## src/rtl/mac_reset_ctrl.sv

```systemverilog
// MAC reset/bus-integration controller: holds MAC components in reset, waits for
// bus idle before enabling, and tracks the bus-off recovery sequence.
module mac_reset_ctrl #(
    parameter int HOLD_TICKS = 4,
    parameter int IDLE_BITS  = 11,
    parameter int RECOV_SEQ  = 128
) (
    input  logic       clock,
    input  logic       reset,
    input  logic       prescaler,
    input  logic       rx_bit,
    input  logic       sw_reset_req,
    input  logic       busoff,
    output logic       sync_reset,
    output logic       mac_enable,
    output logic [1:0] state_o,
    output logic [6:0] recov_cnt
);

    localparam int BW = (IDLE_BITS > 1) ? $clog2(IDLE_BITS + 1) : 1;
    localparam logic [3:0]    HOLD_LAST = 4'(HOLD_TICKS - 1);
    localparam logic [BW-1:0] BIT_LAST  = BW'(IDLE_BITS - 1);
    localparam logic [BW-1:0] BIT_ONE   = BW'(1);
    localparam logic [6:0]    SEQ_LAST  = 7'(RECOV_SEQ - 1);

    typedef enum logic [1:0] {
        S_HOLD   = 2'b00,
        S_INTEG  = 2'b01,
        S_RUN    = 2'b10,
        S_BUSOFF = 2'b11
    } state_t;

    state_t        state_q, state_d;
    logic [3:0]    hold_q, hold_d;
    logic [BW-1:0] bit_q, bit_d;
    logic [6:0]    seq_q, seq_d;

    always_ff @(posedge clock or negedge reset) begin
        if (!reset) begin
            state_q <= S_HOLD;
            hold_q  <= '0;
            bit_q   <= '0;
            seq_q   <= '0;
        end else begin
            state_q <= state_d;
            hold_q  <= hold_d;
            bit_q   <= bit_d;
            seq_q   <= seq_d;
        end
    end

    // Terminal counts use >= so a counter can never run past its limit and wrap.
    always_comb begin
        state_d = state_q;
        hold_d  = hold_q;
        bit_d   = bit_q;
        seq_d   = seq_q;
        if (sw_reset_req) begin
            state_d = S_HOLD;
            hold_d  = '0;
            bit_d   = '0;
            seq_d   = '0;
        end else begin
            case (state_q)
                S_HOLD: if (prescaler) begin
                    if (hold_q >= HOLD_LAST) begin
                        state_d = S_INTEG;
                        hold_d  = '0;
                    end else begin
                        hold_d = hold_q + 4'd1;
                    end
                end
                S_INTEG: if (prescaler) begin
                    if (!rx_bit) begin
                        bit_d = '0;
                    end else if (bit_q >= BIT_LAST) begin
                        state_d = S_RUN;
                        bit_d   = '0;
                    end else begin
                        bit_d = bit_q + BIT_ONE;
                    end
                end
                S_RUN: if (busoff) begin
                    state_d = S_BUSOFF;
                    bit_d   = '0;
                    seq_d   = '0;
                end
                S_BUSOFF: if (prescaler) begin
                    if (!rx_bit) begin
                        bit_d = '0;
                    end else if (bit_q >= BIT_LAST) begin
                        bit_d = '0;
                        if (seq_q >= SEQ_LAST) begin
                            state_d = S_HOLD;
                            seq_d   = '0;
                        end else begin
                            seq_d = seq_q + 7'd1;
                        end
                    end else begin
                        bit_d = bit_q + BIT_ONE;
                    end
                end
                default: state_d = S_HOLD;
            endcase
        end
    end

    // sync_reset also follows the raw reset pin so it drops without waiting for a clock.
    assign sync_reset = reset & (state_q != S_HOLD);
    assign mac_enable = (state_q == S_RUN);
    assign state_o    = state_q;
    assign recov_cnt  = seq_q;

endmodule

```

## config.mk

```make
export PLATFORM = sky130hd
export DESIGN_NAME = mac_reset_ctrl
export DESIGN_NICKNAME = d
export VERILOG_FILES = /design/src/rtl/mac_reset_ctrl.sv
export SDC_FILE = /design/constraint.sdc
export NUM_CORES = 1
export LEC_CHECK = 0
export CORE_AREA = 3 3 48 50
export CTS_BUF_LIST = sky130_fd_sc_hd__clkbuf_8
export CTS_CLUSTER_DIAMETER = 120
export DETAILED_ROUTE_END_ITERATION = 16
export DIE_AREA = 0 0 51 53
export PLACE_DENSITY_LB_ADDON = 0.12
export SLEW_MARGIN = 10
export SYNTH_ARGS = -nofsm -noshare
export SYNTH_HDL_FRONTEND = slang
export SYNTH_SLANG_ARGS = --single-unit
```

## constraint.sdc

```tcl
create_clock -name clock -period 2 [get_ports clock]
set_input_delay 0.2 -clock clock [delete_from_list [all_inputs] [get_ports clock]]
set_output_delay 0.2 -clock clock [all_outputs]
set_load 0.1 [all_outputs]
```

==> results of run 1 <==
-- per-layer routing --
metal | up-vias | GRT usage | wire, um
met5 | - | 0 | 0
met4 | 0 | 0.157 | 86
met3 | 10 | 0.0338 | 96
met2 | 32 | 0.328 | 1120
met1 | 429 | 0.260 | 1110
li1 | 446 | - | -
-- cell usage in the layout, fill, tap and decap left out, drive strengths merged --
cell           synthesis  layout
buf                    1      19
dfrtp                 17      17
nand2                 14      14
o21ai                 12      12
nor2                   8       8
inv                    8       8
ha                     8       8
nand3                  6       6
o31ai                  5       5
clkdlybuf4s50          0       5
a21oi                  5       5
nor2b                  5       5
nand2b                 3       3
nor3                   3       3
clkbuf                 0       3
mux2i                  2       2
and2                   2       2
o31a                   1       1
a31oi                  1       1
o21a                   1       1
o311ai                 1       1
o211ai                 1       1
or4                    1       1
o21ba                  1       1
a221o                  1       1
mux2                   1       1
nand4                  1       1
o22a                   1       1
or2                    1       1
clkinv                 0       1
-- stage by stage --
step                setup WS (ps)  total power [mW]  cell area [um^2]  utilization
floorplan                   -80.9             0.401              1040            -
global placement              173             0.433              1270        0.652
detailed placement           84.0             0.436              1270        0.652
CTS                          54.0             0.696              1310        0.676
global route                -17.6             0.721              1350        0.695
finish                       59.7             0.692              1350        0.695
-- cell families (layout without fill, tap and decap cells) --
kind of cell / count (synthesis) / in the layout / share of synthesized area
flip-flops: 17 / 17 / 0.424
buffers and inverters: 9 / 36 / 0.0375
multiplexers: 3 / 3 / 0.0312
AND/OR/NAND/NOR: 44 / 44 / 0.213
AO/OA/AOI/OAI: 30 / 30 / 0.194
adder cells (fa/ha/maj): 8 / 8 / 0.0999
-- power by group --
group	switching, mW	total [mW]	internal, mW
clock network	0.123	0.261	0.138
registers	0.00510	0.354	0.349
logic	0.0450	0.0765	0.0315
total	0.173	0.692	0.519
-- cell type report --
| class | count | area (um^2) | share of cell area |
|---|---|---|---|
| multi-input combinational | 85 | 573 | 0.424 |
| tap | 27 | 33.8 | 0.0250 |
| clock inverter | 1 | 5.00 | 0.00371 |
| inverter | 8 | 32.5 | 0.0241 |
| timing repair buffer | 24 | 218 | 0.161 |
| sequential | 17 | 447 | 0.331 |
| clock buffer | 3 | 41.3 | 0.0306 |
-- critical path: stages, from the launching register on --
cell,delay [ps]
dfrtp_4,520
inv_1,110
ha_2,200
o211ai_1,120
or4_4,570
nor2_1,100
o21ai_0,110
o31ai_1,110
-- sequential cells by signal (all words and copies together), names as in the netlist --
signal     flops
bit_q          4
state_o        2
hold_q         4
recov_cnt      7
-- worst min-delay path by stage --
stage	to	slack [ps]	cells past startpoint
final	state_o[0]	280	2
after global routing	state_o[0]	310	2
after CTS	state_o[0]	290	2
after detailed placement	hold_q[2]	480	1
after global placement	bit_q[3]	470	1
after floorplan	bit_q[0]	-100	0
-- what timing repair did --
action                                  CTS  global route
endpoints found under the setup margin    0             3
hold buffers                              0             0
setup buffers                             0             3
gates resized for setup                   0             3
==> metrics.txt, run 1 <==
Setup TNS Final 0 ps; post-DP HPWL roughly 1800 um; Clock Skew roughly 5 ps; die area ~2700 um^2; Total GRT Usage 0.210; ys flop type dfrtp_1; Crit Path Category flop to flop; CTS Root Cell clkbuf_8; IO Count 17; Cell Area, Synth about 1000 um^2; vias in the first global route between 900 and 1k; largest net degree at the start of global routing 18; static leakage 0.576 nW; Rows 16; final slew viol count 0; Placer Congestion 0.826; Final #Nets about 150; worst slew pin tran roughly 410 ps; final setup fails 0; layout cells sized above 1 0.304; maxcap violations 0; Post-synth top cells dfrtp_1 (17), nand2_1 (14), o21ai_0 (12); Layout area overhead 34.7%; worst r2r path cells 7; synth warn 0; H-tree depth 1; DR pass1 iterations 4; Port-buffer cells 16; CTS buffer count 3; clock latency on the worst-skew pair 260 ps; CTS Sinks 17; DRC viols 0; most numerous cell in the Yosys netlist dfrtp_1; Fillers roughly 170; die height approximately 53 um; period utilization 0.970; Ant. Diodes 0; Worst EP required 2150 ps; FMAX 515 MHz; WHS about 280 ps; wire length after detailed routing 2410 um; Final Hold Fails 0; reg2reg setup slack just under 60 ps; dominant cell type by area after synthesis dfrtp_1; CP Launch Type flop; synth top area cells dfrtp_1 (42%), ha_1 (10%), o21ai_0 (6.0%); Die Wd 51 um; post-synthesis register bit count 17; DRT iter0 DRCs 22; Via density 5.56; relative slew slack 0.723; Starting Density 0.516; Crit. End Element flop; Critical Path Sink bit_q[2]; post-route ant nets 0; CTS clk-pin slew, worst paths 70 ps; Post-synth ARST share 1.00; synthesized area per cell 9.03 um^2; RR Endpoint bit_q[2]; grt total ovfl 0; Hold Crit Class input pin to async pin; non-filler cells, final about 170; power per cell area between 500 and 600 nW/um^2; Final min period 1940 ps; top cell type's share of synthesized area 0.424; CP arrival about 2100 ps; number of enable flip-flop cells after synthesis 0; status finished, final reports clean; initial antenna violation count 0; Max VDD drop 0.323 mV; register area share after synthesis 0.424; placed cells 158; crit path from state_o[1]; Yosys cell types 28; Clock Path Buffers 2; CTS tree done; Mapped Cells approximately 110; core area 1940 um^2; drt wl/cell 14.6 um; via total after detailed routing 917; worst-path fanout max 6; RR Startpoint state_o[1]; syn_nets 125; first-pass GRT wire length 4130 um
Note: power is estimated with default switching activity, not from simulation.
==> inputs of run 2 (changes only) <==
CAP_MARGIN = 10   (was default)
==> results of run 2 <==
The final DEF is identical to that of run 1; final timing and power are the same.
==> inputs of run 3 (changes only) <==
--- a/config.mk
+++ b/config.mk
@@ -8,7 +8,8 @@
 export CAP_MARGIN = 10
-export CORE_AREA = 3 3 48 50
+export CORE_AREA = 3 3 47 49
 export CTS_BUF_LIST = sky130_fd_sc_hd__clkbuf_8
-export CTS_CLUSTER_DIAMETER = 120
+export CTS_CLUSTER_DIAMETER = 100
 export DETAILED_ROUTE_END_ITERATION = 16
-export DIE_AREA = 0 0 51 53
+export DIE_AREA = 0 0 50 52
+export DONT_BUFFER_PORTS = 1
 export PLACE_DENSITY_LB_ADDON = 0.12
--- a/constraint.sdc
+++ b/constraint.sdc
@@ -3,2 +3,2 @@
 set_output_delay 0.2 -clock clock [all_outputs]
-set_load 0.1 [all_outputs]
+set_load 0.005 [all_outputs]
==> run 3 against run 2 <==
  * Critical endpoint is now state_o[0]
  * Global-route usage down 3.3 points
  * Fmax up 2.2%
  * Largest cell class unchanged
  * Via count fell by 13%
  * Register-to-register slack gained 40 ps
  * Sequential power about the same
  * Clock power shrank 2%
==> metrics.txt, run 3 (synthesis gave the netlist of run 1 again) <==
Final min period 1900 ps; non-filler cells, final about 150; FMAX 527 MHz; power per cell area 576 nW/um^2; period utilization 0.949; Via density 5.41; worst slew pin tran 762 ps; CTS Sinks 17; Final Hold Fails 0; worst-path fanout max 5; Layout area overhead 13.0%; Worst EP required 2140 ps; status finished, final reports clean; RSZ-0062 raised after global routing no; Setup TNS Final 0 ps; placed cells 141; CP Launch Type flop; Finished Core Util 0.595; post-DP HPWL 1510 um; CTS buffer count 3; Post-DP Area 1060 um^2; Hold Crit Class input pin to flop; largest net degree at the start of global routing 18; Rows 16; drt wl/cell 13.8 um; RR Startpoint bit_q[0]; Starting Density 0.527; IO Count 17; Clock Skew 4.41 ps; CTS tree done; layout cells sized above 1 0.116; die area 2600 um^2; post_cts resized 0; relative slew slack 0.490; via total after detailed routing 801; DRT iter0 DRCs 25; Placer Congestion 0.711; pre-CTS setup slack 115 ps; Crit Path Category flop to flop; DR pass1 iterations 4; CTS Root Cell clkbuf_8; commonest non-fill, non-tap cell in the layout dfrtp_1; static leakage 0.500 nW; Max VDD drop 0.429 mV; Final #Nets 136; H-tree depth 1; Die Wd 50 um; Total GRT Usage 0.177; Power, Total 652 uW; number of flip-flops in the largest register 7; worst r2r path cells 7; final slew viol count 0; Clock Path Buffers 2; Port-buffer cells 0; clock latency on the worst-skew pair 250 ps; initial antenna violation count 0; Crit. End Element flop; reg2reg setup slack 100 ps; CP arrival 2030 ps; die height 52 um; crit path from bit_q[0]; Fillers around 180; vias in the first global route 762; Critical Path Sink state_o[0]; commonest non-fill, non-tap cells in the layout dfrtp_1 (17), nand2_1 (14), o21ai_0 (12); grt total ovfl 0; WHS roughly 13 ps; first-pass GRT wire length around 3400 um; RR Endpoint state_o[0]; maxcap violations 0; core area 1900 um^2; wire length after detailed routing 2040 um; post-route ant nets 0; slack of the critical path 102 ps; final setup fails 0; Ant. Diodes 0; final design area excluding fillers 1130 um^2; CTS clk-pin slew, worst paths 70 ps; DRC viols 0
[run 3: critical path, stage by stage, from the launching register on]
cell and delay (ps):
dfrtp_1 420, inv_1 70, ha_1 140, o31a_1 180, nand3_1 110, a221o_1 370
a21oi_2 150, mux2_2 350
[run 3: area by class of cell]
| cell class | count | area, um^2 | area share |
|---|---|---|---|
| timing repair buffer | 7 | 57.6 | 0.0508 |
| inverter | 8 | 30.0 | 0.0265 |
| clock inverter | 1 | 5.00 | 0.00442 |
| multi-input combinational | 85 | 539 | 0.476 |
| clock buffer | 3 | 41.3 | 0.0365 |
| tap | 27 | 33.8 | 0.0298 |
| sequential | 17 | 425 | 0.376 |
[run 3: repair_timing]
| item | CTS | global route |
|---|---|---|
| endpoints found under the hold margin | 18 | 0 |
| hold buffers | 2 | 0 |
| setup endpoints to repair | 0 | 1 |
| buffers inserted | 0 | 1 |
[run 3: where the power goes]
part,switching (mW),internal (mW)
clock,0.117,0.138
combinational,0.0259,0.0187
sequential,0.00359,0.348
[run 3: per-layer routing]
metal	vias up	global-route usage	routed length, um
met4	0	0.0968	19
met5	-	0	0
met3	2	0.0516	95
li1	410	-	-
met1	375	0.200	858
met2	14	0.298	1070
[run 3: worst min path at each step]
stage / from / endpoint / depth (start not counted)
2_1_floorplan: reset / bit_q[0] / 0
3_3_place_gp: reset / bit_q[2] / 0
3_5_place_dp: reset / bit_q[2] / 0
4_1_cts: sw_reset_req / hold_q[0] / 1
5_1_grt: sw_reset_req / hold_q[0] / 1
6_report: sw_reset_req / hold_q[0] / 1
